### src/rtl/mem_port_arbiter.sv
// Round-robin arbiter sharing one memory controller port among NREQ requesters.
// One transaction at a time: grant in IDLE, present the command in ISSUE until
// the controller accepts it, then wait in WAIT for the completion pulse.
module mem_port_arbiter #(
  parameter int unsigned NREQ     = 2,
  parameter int unsigned ADDR_BIT = 32
) (
  input  logic                     CLK,
  input  logic                     RST,
  input  logic [2*NREQ-1:0]        req_rw_flag,
  input  logic [ADDR_BIT*NREQ-1:0] req_addr,
  input  logic [32*NREQ-1:0]       req_write_data,
  input  logic [4*NREQ-1:0]        req_write_mask,
  output logic [32*NREQ-1:0]       req_read_data,
  output logic [NREQ-1:0]          req_busy,
  output logic [NREQ-1:0]          req_done,
  output logic [1:0]               mem_rw_flag,
  output logic [ADDR_BIT-1:0]      mem_addr,
  output logic [31:0]              mem_write_data,
  output logic [3:0]               mem_write_mask,
  input  logic [31:0]              mem_read_data,
  input  logic                     mem_busy,
  input  logic                     mem_done
);

  localparam int unsigned IDX_W  = (NREQ > 1) ? $clog2(NREQ) : 1;
  localparam int unsigned FLAG_W = 2;
  localparam int unsigned DATA_W = 32;
  localparam int unsigned MASK_W = 4;

  typedef enum logic [1:0] {
    S_IDLE  = 2'd0,
    S_ISSUE = 2'd1,
    S_WAIT  = 2'd2
  } state_t;

  state_t             state;
  logic [IDX_W-1:0]   ptr;
  logic [IDX_W-1:0]   g;

  logic               win_valid;
  logic [IDX_W-1:0]   win_idx;
  logic [FLAG_W-1:0]  win_flag;
  logic [ADDR_BIT-1:0] win_addr;
  logic [DATA_W-1:0]  win_wdata;
  logic [MASK_W-1:0]  win_mask;
  int unsigned        cand;
  logic [FLAG_W-1:0]  cand_flag;

  // Round-robin scan from ptr: first requester with a read or write flag wins
  always_comb begin
    win_valid = 1'b0;
    win_idx   = '0;
    win_flag  = '0;
    win_addr  = '0;
    win_wdata = '0;
    win_mask  = '0;
    cand      = 0;
    cand_flag = '0;
    for (int unsigned k = 0; k < NREQ; k++) begin
      cand = 32'(ptr) + k;
      if (cand >= NREQ) cand = cand - NREQ;
      cand_flag = req_rw_flag[FLAG_W*cand +: FLAG_W];
      if (!win_valid && (cand_flag == 2'd1 || cand_flag == 2'd2)) begin
        win_valid = 1'b1;
        win_idx   = IDX_W'(cand);
        win_flag  = cand_flag;
        win_addr  = req_addr[ADDR_BIT*cand +: ADDR_BIT];
        win_wdata = req_write_data[DATA_W*cand +: DATA_W];
        win_mask  = req_write_mask[MASK_W*cand +: MASK_W];
      end
    end
  end

  // Arbiter FSM with registered port and requester outputs
  always_ff @(posedge CLK or negedge RST) begin
    if (!RST) begin
      state          <= S_IDLE;
      ptr            <= '0;
      g              <= '0;
      mem_rw_flag    <= '0;
      mem_addr       <= '0;
      mem_write_data <= '0;
      mem_write_mask <= '0;
      req_read_data  <= '0;
      req_done       <= '0;
      req_busy       <= '1;
    end else begin
      req_done <= '0;
      case (state)
        S_IDLE: begin
          if (win_valid) begin
            g              <= win_idx;
            mem_rw_flag    <= win_flag;
            mem_addr       <= win_addr;
            mem_write_data <= win_wdata;
            mem_write_mask <= win_mask;
            req_busy       <= ~(NREQ'(1) << win_idx);
            state          <= S_ISSUE;
          end
        end
        S_ISSUE: begin
          // Command is held until the controller is free to take it
          if (!mem_busy) begin
            mem_rw_flag <= '0;
            state       <= S_WAIT;
          end
        end
        S_WAIT: begin
          if (mem_done) begin
            req_read_data[DATA_W*g +: DATA_W] <= mem_read_data;
            req_done <= NREQ'(1) << g;
            ptr      <= (g == IDX_W'(NREQ - 1)) ? '0 : g + IDX_W'(1);
            req_busy <= '1;
            state    <= S_IDLE;
          end
        end
        default: state <= S_IDLE;
      endcase
    end
  end

endmodule

### config.mk
export PLATFORM = sky130hd
export DESIGN_NAME = mem_port_arbiter
export DESIGN_NICKNAME = d
export VERILOG_FILES = /design/src/rtl/mem_port_arbiter.sv
export SDC_FILE = /design/constraint.sdc
export NUM_CORES = 1
export LEC_CHECK = 0
export ABC_AREA = 0
export ABC_CLOCK_PERIOD_IN_PS = 6700
export BUFFER_PORTS_ARGS = -buffer_cell sky130_fd_sc_hd__buf_2
export CORE_AREA = 2 2 123 125
export CTS_BUF_LIST = sky130_fd_sc_hd__clkbuf_8
export DETAILED_ROUTE_END_ITERATION = 8
export DIE_AREA = 0 0 125 127
export PLACE_DENSITY_LB_ADDON = 0.15
export SLEW_MARGIN = 20
export SYNTH_ARGS = -nofsm -noshare
export SYNTH_HDL_FRONTEND = slang
export SYNTH_SLANG_ARGS = --single-unit
### constraint.sdc
create_clock -name CLK -period 6.7 [get_ports CLK]
set_input_delay 1.34 -clock CLK [delete_from_list [all_inputs] [get_ports CLK]]
set_output_delay 1.34 -clock CLK [all_outputs]
set_load 0.05 [all_outputs]
==> metrics.txt <==
outcome finished clean; measured slew at the worst slew-check pin 0.970 ns; area fraction of the dominant cell type after synthesis 0.489; Hold WC Path Type reg -> reg; DR vias 6566; setup_tns 0 ns; CP arrival 4.57 ns; Post-Synth Simple-Gate Area 0.0553; post-DR vias/cell 6.13; Synth Instances 599; Detailed Place HPWL 14100 um; Inst Count DP 1039; final wirelength 20600 um; Yosys top cell by area dfrtp_1; syn nets 777; TritonCTS Sinks 142; hold slack 0.473 ns; worst reg2reg path depth 9; global-route wire length before repair 32600 um; Layout area overhead 26.7%; adder-cell share of the synthesized area 0.00349; IO Port Bufs 313; Reg clk slew, reported paths 0.08 ns; largest net degree at the start of global routing 81; GRT Overall Usage 0.254; DRC viols 0; Design Area, Final 9080 um^2; Max Slew Vio Count 0; RSZ-0062 raised after global routing false; Final Core Density 0.630; 1st-iter DRT viols 376; Non-Filler Instances 1072; max-cap viol count 0; Fin. Hold Viols 0; Top delay family on crit path buffers and inverters; Post-Synth XOR/XNOR Area 0.00471; hold endpoint mem_addr[1]$_DFFE_PN0P_; nets 1052; Static Leak 4.37 nW; worst-path fanout max 57; Resized cells post-CTS 0; # rows 44; clk root buf clkbuf_8; cells along the critical path buf_4 > mux2i_1 > inv_1 > ha_1 > inv_4 > nor2_4 > buf_4 > a221oi_1 > o31ai_1; Die X 125 um; Pwr Density 651 nW/um^2; Main synth FF type dfrtp_1; worst r2r dst mem_addr[31]$_DFFE_PN0P_; Core ar. 14400 um^2; FFs w/ async S/R, synth 1.00; Yosys reg bits 142; crit end category register; Max Fclk 236 MHz; peak supply drop 0.000340 V; TritonCTS clock tree done; placed cell area 8700 um^2; register-to-register setup slack 2.47 ns; number of antenna violations at the first check in global routing 2; CTS H-Tree Depth 4; sequential fraction of the synthesis area 0.496; Worst path slowest cell dfrtp_2; Avg Cell Area, Syn 12.0 um^2; top-count cell post-synth dfrtp_1; worst hold stages 2; Slew HR 0.352; Worst Path Required 7.04 ns; Buf/Inv on CP 4; total power 5.91 mW; CP Launch Type register; yosys warns 0; worst hold start mem_addr[1]$_DFFE_PN0P_; Die Area 15900 um^2; Synth area leaders dfrtp_1, a221oi_1, mux2_2; Post-CTS Setup Inserts 0; Vert. Die Dim 127 um; vias in the first global route 6358; largest family of logic cells by synthesized area compound AO/OA/AOI/OAI gates; crit-path max cell delay 0.77 ns; post-synthesis cell type count 42; Worst-Skew Late Latency 0.45 ns; Post-Place Worst Slack 2.42 ns; gpl congestion 0.824; share of layout cells above drive strength 1 0.527; Crit path top cell by count buf_4; deepest clock path buffer count 2; setup violators final 0; crit path time final 4.23 ns; Final period util 0.632; 1st-pass router iterations 5; Avg WL per Cell 19.3 um; GRT overflow 0; Syn Std Cell Area 7170 um^2; commonest cells in the netlist dfrtp_1, a221oi_1, nand2_1, mux2_2, o31ai_1; reg-to-reg startpoint ptr$_DFFE_PN0P_; Num CTS Buffers 17; WS Path Type reg -> reg; CTS Hold Bufs 0; PnR worst setup slack 2.47 ns; Final Skew 0.0198 ns; EDFF count, synth 0; mux contribution to synthesized area 0.103; Starting Density 0.497; Synth Area in Compound Gates 0.282; # IOs 314; Post-DRT Antenna Nets 0
[metal layers]
metal	track usage	wire length [um]	part of all wire	vias up
li1	-	-	-	2936
met1	0.318	8330	0.40	3250
met2	0.410	9920	0.48	321
met3	0.0653	1570	0.076	59
met4	0.128	819	0.040	0
met5	0	0	0	-
[worst min-delay path, delay by kind of cell (launching register included)]
kind	cells	cell delay [ns]
AOI/OAI and AO/OA	1	0.05
DFF	1	0.34
and+or+nand+nor	1	0.05
[logic make-up (layout without fill, tap and decap cells)]
| logic type | Yosys count | after routing |
|---|---|---|
| adder cells (fa/ha/maj) | 2 | 2 |
| buffers and inverters | 74 | 361 |
| other | 0 | 2 |
| multiplexers | 66 | 66 |
| AND/OR/NAND/NOR | 95 | 95 |
| XOR/XNOR | 3 | 3 |
| flip-flops | 142 | 142 |
| AO/OA/AOI/OAI | 217 | 217 |
[final cells by class]
cell class / instances / area (um^2)
Fill cell: 1174 / 5340
Multi-Input combinational cell: 383 / 3240
Clock inverter: 14 / 144
Tap cell: 184 / 230
Inverter: 8 / 32.5
Sequential cell: 142 / 3560
Antenna cell: 2 / 5.00
Clock buffer: 17 / 234
Timing Repair Buffer: 322 / 1640
[sequential cells by signal, summed over array words and instances, names as in the netlist, 2 cells and up]
name and flops:
req_read_data 64, mem_addr 32, mem_write_data 32, mem_write_mask 4, mem_rw_flag 2, req_busy 2, req_done 2, state 2
[how the worst max path moves through the flow]
stage | from | depth (start not counted) | end
2_1_floorplan | req_rw_flag[2] | 10 | mem_write_data[14]$_DFFE_PN0P_
3_3_place_gp | req_rw_flag[3] | 9 | mem_write_data[31]$_DFFE_PN0P_
3_5_place_dp | req_rw_flag[2] | 9 | mem_write_data[29]$_DFFE_PN0P_
4_1_cts | ptr$_DFFE_PN0P_ | 9 | mem_addr[31]$_DFFE_PN0P_
5_1_grt | ptr$_DFFE_PN0P_ | 9 | mem_write_data[29]$_DFFE_PN0P_
6_report | ptr$_DFFE_PN0P_ | 9 | mem_addr[31]$_DFFE_PN0P_
[power breakdown]
part	internal, mW	leakage (nW)	switching (mW)
clock network	0.329	0.191	0.336
registers	1.28	1.76	0.237
logic	1.04	2.41	2.69
total	2.65	4.37	3.26
[layout by cell type, fill, tap and decap left out, types with 3 or more instances in the layout]
cell type and count:
inv_6 3, nor2_1 6, nand2_1 74, o21ai_0 4, mux2_2 63, nand2b_1 5, clkbuf_8 17, a221oi_2 20
a221oi_1 115, o31ai_1 47, buf_4 9, clkinvlp_4 3, inv_1 8, dfrtp_1 139, buf_2 312, o31ai_2 20
(Power assumes the default switching activity.)
